==> src/rtl/seanetnackgenerator_ddr_bmp_rmw_if.sv <==
// Bus bundle for the bitmap read-modify-write engine: command stream in, DDR read/write ports out.
// Signal names keep the direction prefixes as seen from the engine.
interface seanetnackgenerator_ddr_bmp_rmw_if #(
  parameter int ADDR_W = 32,
  parameter int DATA_W = 512
);
  logic [ADDR_W-1:0] i_ddr_cmd_addr;
  logic [DATA_W-1:0] i_ddr_cmd_data;
  logic [7:0]        i_ddr_cmd_len;
  logic [1:0]        i_ddr_cmd_type;
  logic              i_ddr_cmd_valid;
  logic              i_ddr_cmd_ready;

  logic [ADDR_W-1:0] o_rd_req_addr;
  logic              o_rd_req_valid;
  logic              i_rd_req_ready;

  logic [DATA_W-1:0] i_rd_rsp_data;
  logic              i_rd_rsp_valid;
  logic              o_rd_rsp_ready;

  logic [ADDR_W-1:0] o_wr_req_addr;
  logic [DATA_W-1:0] o_wr_req_data;
  logic              o_wr_req_valid;
  logic              i_wr_req_ready;

  // Engine side
  modport slave (
    input  i_ddr_cmd_addr, i_ddr_cmd_data, i_ddr_cmd_len, i_ddr_cmd_type, i_ddr_cmd_valid,
    output i_ddr_cmd_ready,
    output o_rd_req_addr, o_rd_req_valid,
    input  i_rd_req_ready,
    input  i_rd_rsp_data, i_rd_rsp_valid,
    output o_rd_rsp_ready,
    output o_wr_req_addr, o_wr_req_data, o_wr_req_valid,
    input  i_wr_req_ready
  );

  // Command source / DDR controller side
  modport master (
    output i_ddr_cmd_addr, i_ddr_cmd_data, i_ddr_cmd_len, i_ddr_cmd_type, i_ddr_cmd_valid,
    input  i_ddr_cmd_ready,
    input  o_rd_req_addr, o_rd_req_valid,
    output i_rd_req_ready,
    output i_rd_rsp_data, i_rd_rsp_valid,
    input  o_rd_rsp_ready,
    input  o_wr_req_addr, o_wr_req_data, o_wr_req_valid,
    output i_wr_req_ready
  );
endinterface

==> src/rtl/seanetnackgenerator_ddr_bmp_rmw.sv <==
// Bitmap line read-modify-write: reads one DDR line, sets/clears masked bits, writes back only if changed.
// One command in flight; status and event counters exposed on dfx_sta0..3.
module seanetnackgenerator_ddr_bmp_rmw #(
  parameter int ADDR_W     = 32,
  parameter int DATA_W     = 512,
  parameter int RD_TIMEOUT = 1024
) (
  input  logic                              sys_clk,
  input  logic                              sys_rst_n,
  seanetnackgenerator_ddr_bmp_rmw_if.slave  bus,
  output logic [31:0]                       dfx_sta0,
  output logic [31:0]                       dfx_sta1,
  output logic [31:0]                       dfx_sta2,
  output logic [31:0]                       dfx_sta3
);

  typedef enum logic [2:0] {
    IDLE    = 3'd0,
    RD_REQ  = 3'd1,
    RD_WAIT = 3'd2,
    MODIFY  = 3'd3,
    WR_REQ  = 3'd4
  } state_t;

  localparam int TMO_W = $clog2(RD_TIMEOUT + 1);

  state_t            state_q, state_d;
  logic [ADDR_W-1:0] addr_q, addr_d;
  logic [DATA_W-1:0] mask_q, mask_d;
  logic [DATA_W-1:0] old_q, old_d;
  logic [DATA_W-1:0] wr_data_q, wr_data_d;
  logic              type_set_q, type_set_d;
  logic [TMO_W-1:0]  tmo_ctr_q, tmo_ctr_d;

  logic              cmd_ready_q, cmd_ready_d;
  logic              rd_req_valid_q, rd_req_valid_d;
  logic              rd_rsp_ready_q, rd_rsp_ready_d;
  logic              wr_req_valid_q, wr_req_valid_d;

  logic [31:0]       done_cnt_q, done_cnt_d;
  logic [15:0]       skip_cnt_q, skip_cnt_d;
  logic [15:0]       len_cnt_q, len_cnt_d;
  logic [15:0]       tmo_cnt_q, tmo_cnt_d;
  logic [15:0]       ill_cnt_q, ill_cnt_d;
  logic [15:0]       stray_cnt_q, stray_cnt_d;

  logic              cmd_fire;
  logic              rd_req_fire;
  logic              rsp_fire;
  logic              wr_fire;
  logic              tmo_hit;
  logic              line_same;
  logic [DATA_W-1:0] new_line;

  assign cmd_fire    = bus.i_ddr_cmd_valid & cmd_ready_q;
  assign rd_req_fire = rd_req_valid_q & bus.i_rd_req_ready;
  assign rsp_fire    = bus.i_rd_rsp_valid & rd_rsp_ready_q;
  assign wr_fire     = wr_req_valid_q & bus.i_wr_req_ready;
  assign tmo_hit     = (tmo_ctr_q == TMO_W'(RD_TIMEOUT - 1));

  generate
    for (genvar gi = 0; gi < DATA_W; gi++) begin : g_modify
      assign new_line[gi] = type_set_q ? (old_q[gi] | mask_q[gi]) : (old_q[gi] & ~mask_q[gi]);
    end
  endgenerate

  assign line_same = (new_line == old_q);

  always_comb begin
    state_d     = state_q;
    addr_d      = addr_q;
    mask_d      = mask_q;
    old_d       = old_q;
    wr_data_d   = wr_data_q;
    type_set_d  = type_set_q;
    tmo_ctr_d   = tmo_ctr_q;
    done_cnt_d  = done_cnt_q;
    skip_cnt_d  = skip_cnt_q;
    len_cnt_d   = len_cnt_q;
    tmo_cnt_d   = tmo_cnt_q;
    ill_cnt_d   = ill_cnt_q;
    stray_cnt_d = stray_cnt_q;

    case (state_q)
      IDLE: begin
        if (cmd_fire) begin
          addr_d     = bus.i_ddr_cmd_addr;
          mask_d     = bus.i_ddr_cmd_data;
          type_set_d = bus.i_ddr_cmd_type[0];
          if (bus.i_ddr_cmd_type[1]) begin
            ill_cnt_d = ill_cnt_q + 16'd1;
          end else begin
            state_d = RD_REQ;
            if (bus.i_ddr_cmd_len != 8'd0) begin
              len_cnt_d = len_cnt_q + 16'd1;
            end
          end
        end
        // Late responses that arrive after a timeout are drained here
        if (rsp_fire) begin
          stray_cnt_d = stray_cnt_q + 16'd1;
        end
      end
      RD_REQ: begin
        if (rd_req_fire) begin
          state_d   = RD_WAIT;
          tmo_ctr_d = '0;
        end
      end
      RD_WAIT: begin
        // A response in the final timeout cycle still wins over the abort
        if (rsp_fire) begin
          old_d   = bus.i_rd_rsp_data;
          state_d = MODIFY;
        end else if (tmo_hit) begin
          tmo_cnt_d = tmo_cnt_q + 16'd1;
          state_d   = IDLE;
        end else begin
          tmo_ctr_d = tmo_ctr_q + 1'b1;
        end
      end
      MODIFY: begin
        if (line_same) begin
          skip_cnt_d = skip_cnt_q + 16'd1;
          done_cnt_d = done_cnt_q + 32'd1;
          state_d    = IDLE;
        end else begin
          wr_data_d = new_line;
          state_d   = WR_REQ;
        end
      end
      WR_REQ: begin
        if (wr_fire) begin
          done_cnt_d = done_cnt_q + 32'd1;
          state_d    = IDLE;
        end
      end
      default: state_d = IDLE;
    endcase

    // Handshake outputs are registered from the next state so they are glitch-free and low in reset
    cmd_ready_d    = (state_d == IDLE);
    rd_req_valid_d = (state_d == RD_REQ);
    rd_rsp_ready_d = (state_d == IDLE) || (state_d == RD_WAIT);
    wr_req_valid_d = (state_d == WR_REQ);
  end

  always_ff @(posedge sys_clk or negedge sys_rst_n) begin
    if (!sys_rst_n) begin
      state_q        <= IDLE;
      addr_q         <= '0;
      mask_q         <= '0;
      old_q          <= '0;
      wr_data_q      <= '0;
      type_set_q     <= 1'b0;
      tmo_ctr_q      <= '0;
      cmd_ready_q    <= 1'b0;
      rd_req_valid_q <= 1'b0;
      rd_rsp_ready_q <= 1'b0;
      wr_req_valid_q <= 1'b0;
      done_cnt_q     <= '0;
      skip_cnt_q     <= '0;
      len_cnt_q      <= '0;
      tmo_cnt_q      <= '0;
      ill_cnt_q      <= '0;
      stray_cnt_q    <= '0;
    end else begin
      state_q        <= state_d;
      addr_q         <= addr_d;
      mask_q         <= mask_d;
      old_q          <= old_d;
      wr_data_q      <= wr_data_d;
      type_set_q     <= type_set_d;
      tmo_ctr_q      <= tmo_ctr_d;
      cmd_ready_q    <= cmd_ready_d;
      rd_req_valid_q <= rd_req_valid_d;
      rd_rsp_ready_q <= rd_rsp_ready_d;
      wr_req_valid_q <= wr_req_valid_d;
      done_cnt_q     <= done_cnt_d;
      skip_cnt_q     <= skip_cnt_d;
      len_cnt_q      <= len_cnt_d;
      tmo_cnt_q      <= tmo_cnt_d;
      ill_cnt_q      <= ill_cnt_d;
      stray_cnt_q    <= stray_cnt_d;
    end
  end

  assign bus.i_ddr_cmd_ready = cmd_ready_q;
  assign bus.o_rd_req_addr   = addr_q;
  assign bus.o_rd_req_valid  = rd_req_valid_q;
  assign bus.o_rd_rsp_ready  = rd_rsp_ready_q;
  assign bus.o_wr_req_addr   = addr_q;
  assign bus.o_wr_req_data   = wr_data_q;
  assign bus.o_wr_req_valid  = wr_req_valid_q;

  assign dfx_sta0 = done_cnt_q;
  assign dfx_sta1 = {skip_cnt_q, len_cnt_q};
  assign dfx_sta2 = {tmo_cnt_q, ill_cnt_q};
  assign dfx_sta3 = {stray_cnt_q, 13'd0, state_q};

endmodule
==> src/flat_wrapper.sv <==
// flat-port wrapper written by rule: the top's interface ports become plain ports
module seanetnackgenerator_ddr_bmp_rmw_flat 
#(
  parameter int ADDR_W     = 32,
  parameter int DATA_W     = 512,
  parameter int RD_TIMEOUT = 1024
)
  (sys_clk, sys_rst_n, dfx_sta0, dfx_sta1, dfx_sta2, dfx_sta3, bus_i_ddr_cmd_addr, bus_i_ddr_cmd_data, bus_i_ddr_cmd_len, bus_i_ddr_cmd_type, bus_i_ddr_cmd_valid, bus_i_ddr_cmd_ready, bus_o_rd_req_addr, bus_o_rd_req_valid, bus_i_rd_req_ready, bus_i_rd_rsp_data, bus_i_rd_rsp_valid, bus_o_rd_rsp_ready, bus_o_wr_req_addr, bus_o_wr_req_data, bus_o_wr_req_valid, bus_i_wr_req_ready);
  seanetnackgenerator_ddr_bmp_rmw_if #(.ADDR_W(ADDR_W), .DATA_W(DATA_W)) bus_i ();
  input  logic sys_clk;
  input  logic sys_rst_n;
  output logic [31:0] dfx_sta0;
  output logic [31:0] dfx_sta1;
  output logic [31:0] dfx_sta2;
  output logic [31:0] dfx_sta3;
  input wire logic [$bits(bus_i.i_ddr_cmd_addr)-1:0] bus_i_ddr_cmd_addr;
  input wire logic [$bits(bus_i.i_ddr_cmd_data)-1:0] bus_i_ddr_cmd_data;
  input wire logic [$bits(bus_i.i_ddr_cmd_len)-1:0] bus_i_ddr_cmd_len;
  input wire logic [$bits(bus_i.i_ddr_cmd_type)-1:0] bus_i_ddr_cmd_type;
  input wire logic [$bits(bus_i.i_ddr_cmd_valid)-1:0] bus_i_ddr_cmd_valid;
  output wire logic [$bits(bus_i.i_ddr_cmd_ready)-1:0] bus_i_ddr_cmd_ready;
  output wire logic [$bits(bus_i.o_rd_req_addr)-1:0] bus_o_rd_req_addr;
  output wire logic [$bits(bus_i.o_rd_req_valid)-1:0] bus_o_rd_req_valid;
  input wire logic [$bits(bus_i.i_rd_req_ready)-1:0] bus_i_rd_req_ready;
  input wire logic [$bits(bus_i.i_rd_rsp_data)-1:0] bus_i_rd_rsp_data;
  input wire logic [$bits(bus_i.i_rd_rsp_valid)-1:0] bus_i_rd_rsp_valid;
  output wire logic [$bits(bus_i.o_rd_rsp_ready)-1:0] bus_o_rd_rsp_ready;
  output wire logic [$bits(bus_i.o_wr_req_addr)-1:0] bus_o_wr_req_addr;
  output wire logic [$bits(bus_i.o_wr_req_data)-1:0] bus_o_wr_req_data;
  output wire logic [$bits(bus_i.o_wr_req_valid)-1:0] bus_o_wr_req_valid;
  input wire logic [$bits(bus_i.i_wr_req_ready)-1:0] bus_i_wr_req_ready;
  assign bus_i.i_ddr_cmd_addr = bus_i_ddr_cmd_addr;
  assign bus_i.i_ddr_cmd_data = bus_i_ddr_cmd_data;
  assign bus_i.i_ddr_cmd_len = bus_i_ddr_cmd_len;
  assign bus_i.i_ddr_cmd_type = bus_i_ddr_cmd_type;
  assign bus_i.i_ddr_cmd_valid = bus_i_ddr_cmd_valid;
  assign bus_i_ddr_cmd_ready = bus_i.i_ddr_cmd_ready;
  assign bus_o_rd_req_addr = bus_i.o_rd_req_addr;
  assign bus_o_rd_req_valid = bus_i.o_rd_req_valid;
  assign bus_i.i_rd_req_ready = bus_i_rd_req_ready;
  assign bus_i.i_rd_rsp_data = bus_i_rd_rsp_data;
  assign bus_i.i_rd_rsp_valid = bus_i_rd_rsp_valid;
  assign bus_o_rd_rsp_ready = bus_i.o_rd_rsp_ready;
  assign bus_o_wr_req_addr = bus_i.o_wr_req_addr;
  assign bus_o_wr_req_data = bus_i.o_wr_req_data;
  assign bus_o_wr_req_valid = bus_i.o_wr_req_valid;
  assign bus_i.i_wr_req_ready = bus_i_wr_req_ready;
  seanetnackgenerator_ddr_bmp_rmw #(.ADDR_W(ADDR_W), .DATA_W(DATA_W), .RD_TIMEOUT(RD_TIMEOUT)) u_core (.sys_clk(sys_clk), .sys_rst_n(sys_rst_n), .bus(bus_i), .dfx_sta0(dfx_sta0), .dfx_sta1(dfx_sta1), .dfx_sta2(dfx_sta2), .dfx_sta3(dfx_sta3));
endmodule
==> config.mk <==
export PLATFORM = sky130hd
export DESIGN_NAME = seanetnackgenerator_ddr_bmp_rmw_flat
export DESIGN_NICKNAME = d
export VERILOG_FILES = /design/src/rtl/seanetnackgenerator_ddr_bmp_rmw_if.sv /design/src/rtl/seanetnackgenerator_ddr_bmp_rmw.sv /design/src/flat_wrapper.sv
export SDC_FILE = /design/constraint.sdc
export NUM_CORES = 2
export LEC_CHECK = 0
export BUFFER_PORTS_ARGS = -buffer_cell sky130_fd_sc_hd__buf_4
export CORE_AREA = 2 2 699 701
export CTS_CLUSTER_SIZE = 12
export DETAILED_ROUTE_END_ITERATION = 8
export DIE_AREA = 0 0 701 703
export PLACE_DENSITY_LB_ADDON = 0.1
export SYNTH_ARGS = -nofsm -noshare
export SYNTH_HDL_FRONTEND = slang
export SYNTH_SLANG_ARGS = --single-unit
export TNS_END_PERCENT = 100
==> constraint.sdc <==
create_clock -name sys_clk -period 7.8 [get_ports sys_clk]
set_input_delay 0.39 -clock sys_clk [delete_from_list [all_inputs] [get_ports sys_clk]]
set_output_delay 0.39 -clock sys_clk [all_outputs]
set_load 0.02 [all_outputs]
==> flow_summary_export.csv <==
group,metric,value,unit
run_status,status,"finished, final reports clean",
cts,cts-root-buf,"clkbuf_16",
setup_path,rrSetupSlack,1.74,ns
cells_and_area,nNetsFinal,11010,
setup_path,r2r_cells,13,
timing,setup_viol,0,
power_and_ir_drop,static-leakage-power,0.0512,uW
yosys,synthFlopType,"dfrtp_1",
yosys,synth_cell_types,50,
yosys,synth_edf_count,0,
global_routing,grt_pass1_vias,72164,
timing,clock_skew,0.100,ns
setup_path,r2r-end,"u_core.bus.o_wr_req_data[421]",
flow_run,maxCapViolCount,0,
cts,clk_pin_slew,0.06,ns
timing,min_period,6.06,ns
yosys,async_flop_share,100,%
floorplanning,die_h,703,um
route,drt_iter0_markers,5522,
setup_path,r2r_start,"u_core.old_q[211]",
floorplanning,ioPinCount,1780,
cts,htree_levels,4,
timing,tightest_slew,1.36,ns
place,place_congestion,0.909,
hold_path,whs_path_depth,4,
route,antenna_left,0,
yosys,ys_warn_count,0,
route,via_per_inst,4.25,
setup_path,critPathMaxFanout,79,
place,dp_hpwl,578000,um
cells_and_area,fill_cells,52831,
global_routing,grt_max_degree,140,
route,vias,71258,
power_and_ir_drop,total_power,56300,uW
route,first_pass_iters,8,
hold_path,hp-class,"primary input to flip-flop",
place,io_buffers,1766,
cells_and_area,most-common-layout-cells,"buf_4 (1907), dfrtp_1 (1698), nand2_1 (1192)",
setup_path,critPathKind,"flip-flop to flip-flop",
cells_and_area,multi_input_area,28700,um^2
cts,clk_latency,1.01,ns
cts,cts_tree,"built",
floorplanning,dieArea,493000,um^2
yosys,synth_cells,7090,
yosys,ys_ff_latch,1699,
floorplanning,coreArea,485000,um^2
power_and_ir_drop,peakVddDrop,0.000214,V
cells_and_area,drive_gt1_share,27.6,%
timing,rsz0062_at_grt,"false",
setup_path,required,8.65,ns
global_routing,antenna_found_initial,470,
timing,setup_tns,0,ns
setup_path,path_buf_inv,3,
floorplanning,rows,256,
timing,finalCritPeriodShare,77.7,%
global_routing,grt_overflow,0,
setup_path,cp-start-kind,"flip-flop",
hold_path,hold_end,"u_core.bus.o_rd_req_addr[30]",
setup_path,crit_chain,"nand2b_1, o2111ai_2, a2111oi_2, nand4_1, or4_1, or4_1, a2111oi_4, buf_4, nor2b_4, buf_12, buf_4, nor2_1, a21oi_1",
cts,cts_sinks,1699,
yosys,ys_seq_area_share,57.3,%
cts,clk_path_buf_depth,4,
setup_path,worstPathArrival,6.91,ns
timing,finalHoldViolCount,0,
cells_and_area,final_common_cell,"buf_4",
global_routing,grtUsageTotal,27.1,%
setup_path,critPathMaxStageDelay,1.13,ns
cts,cts_buffers,234,
global_routing,grt_pass1_wl,853000,um
setup_path,cpMaxStageDelayCell,"a2111oi_2",
power_and_ir_drop,power_density,490,nW/um^2
route,drc,0,
floorplanning,die_w,701,um
hold_path,worstHoldStart,"bus_i_ddr_cmd_addr[30]",
yosys,syn_avg_cell_area,10.5,um^2
cells_and_area,register_area,42500,um^2
cts,cts_setup_buffers,0,
cts,ctsResizeCount,0,
timing,final_max_slew_viol_count,0,
timing,fmax,0.165,GHz
setup_path,end_kind,"flip-flop",
route,avgRoutedWirePerCell,41.2,um
cells_and_area,area_growth,54.8,%
setup_path,crit_family,"compound AO/OA/AOI/OAI gates",
yosys,netlist_area,74200,um^2
route,finalWirelength,690000,um
timing,relSlewSlack,9.21,%
floorplanning,initial_core_util,15.3,%
## cells by family after synthesis
logic type      count (synthesis)  share of synthesized area (%)
mux                           949                           13.5
compound gates               1375                           11.1
buf+inv                       800                           4.34
fa+ha+maj                       7                          0.118
xor+xnor                      115                           1.36
flops                        1699                           57.3
other cells                     1                        0.00505
simple gates                 2144                           12.2
## synthesized netlist by cell type, drive strengths merged (2+ instances only)
master	number	area (um^2)
dfrtp	1699	42500
nand2	1192	4470
nor2	554	2080
a21oi	528	2650
mux2i	513	5130
mux2	436	4910
inv	387	1450
o21ai	379	1900
clkbuf	328	1230
nand2b	123	769
o22ai	121	757
a22oi	105	788
a221oi	90	788
buf	85	534
a22o	67	587
nand4	65	407
xor2	65	569
nand3	56	280
nor4	51	382
xnor2	50	438
o2111ai	45	394
nor2b	27	169
and3	25	156
nor3	18	90.1
a2111oi	16	159
a222oi	15	150
or4	9	67.6
ha	7	87.6
nor3b	7	52.6
and4	4	35.0
or3	4	25.0
nor4b	3	38.8
or2	3	18.8
a211oi	2	15.0
a31o	2	17.5
and2	2	12.5
o221ai	2	17.5
## per-layer routing
| metal | GRT usage, % | routed length [um] | vias to the layer above |
|---|---|---|---|
| met5 | 0 | 1310 | - |
| met4 | 9.92 | 32200 | 204 |
| met3 | 7.10 | 47200 | 1070 |
| met2 | 46.9 | 335000 | 2759 |
| met1 | 32.1 | 274000 | 36929 |
| li1 | - | - | 30296 |
## sequential cells by signal, indices dropped and copies added, names as in the netlist, 16 cells and up
name and flops:
u_core.old_q 512, u_core.bus.o_rd_req_addr 32, u_core.bus.o_wr_req_data 512, u_core.skip_cnt_q 16
u_core.ill_cnt_q 16, u_core.len_cnt_q 16, u_core.tmo_cnt_q 16, u_core.mask_q 512
u_core.dfx_sta0 32, u_core.stray_cnt_q 16
## worst register-to-register path, stage by stage (launching register included)
cell and delay, ns:
dfrtp_1 0.67, nand2b_1 0.20, o2111ai_2 0.57, a2111oi_2 1.14, nand4_1 0.21, or4_1 0.71
or4_1 0.64, a2111oi_4 0.42, buf_4 0.23, nor2b_4 0.09, buf_12 0.18, buf_4 0.52
nor2_1 0.28, a21oi_1 0.06
## through the flow
step	utilization, %	worst slack, ns	hold WS, ns	cells	instance area, um^2
2_1_floorplan	-	4.54	0.0944	7102	74200
3_5_place_dp	19.8	1.75	0.339	15081	95800
3_3_place_gp	19.8	1.42	0.339	15081	95800
5_1_grt	23.6	1.67	0.0945	16643	115000
6_report	23.7	1.74	0.118	16756	115000
4_1_cts	23.6	1.72	0.0241	16560	114000
## layout make-up
type                    count  share of cell area [%]
multi-input cells        4603                    25.0
inverters                 387                    1.27
clock inverters            71                   0.940
flip-flops and latches   1699                    37.0
diodes                    196                   0.427
repair buffers           3006                    22.4
well taps                6450                    7.03
clock buffers             344                    5.92
## worst max path at each step
| stage | startpoint | end | slack, ns | cells past startpoint |
|---|---|---|---|---|
| CTS | u_core.mask_q[169] | u_core.bus.o_wr_req_data[315] | 1.72 | 13 |
| finish | u_core.old_q[211] | u_core.bus.o_wr_req_data[421] | 1.74 | 13 |
| global route | u_core.mask_q[169] | u_core.bus.o_wr_req_data[118] | 1.67 | 13 |
| floorplan | u_core.mask_q[182] | u_core.bus.o_wr_req_data[173] | 4.54 | 13 |
| global placement | u_core.old_q[167] | u_core.bus.o_wr_req_data[42] | 1.42 | 12 |
| detailed placement | u_core.mask_q[169] | u_core.bus.o_wr_req_data[415] | 1.75 | 13 |
## where the power goes
part           internal, uW  total (uW)  switching, uW
Clock                  6590       11500           4900
Sequential            12900       20100           7200
Combinational          7910       24700          16800
Total                 27400       56300          28900
## timing repair
item | CTS | global route
setup endpoints to repair | 0 | 0
endpoints found under the hold margin | 1247 | 0
hold buffers | 1064 | 0
Note: power is estimated with default switching activity, not from simulation.
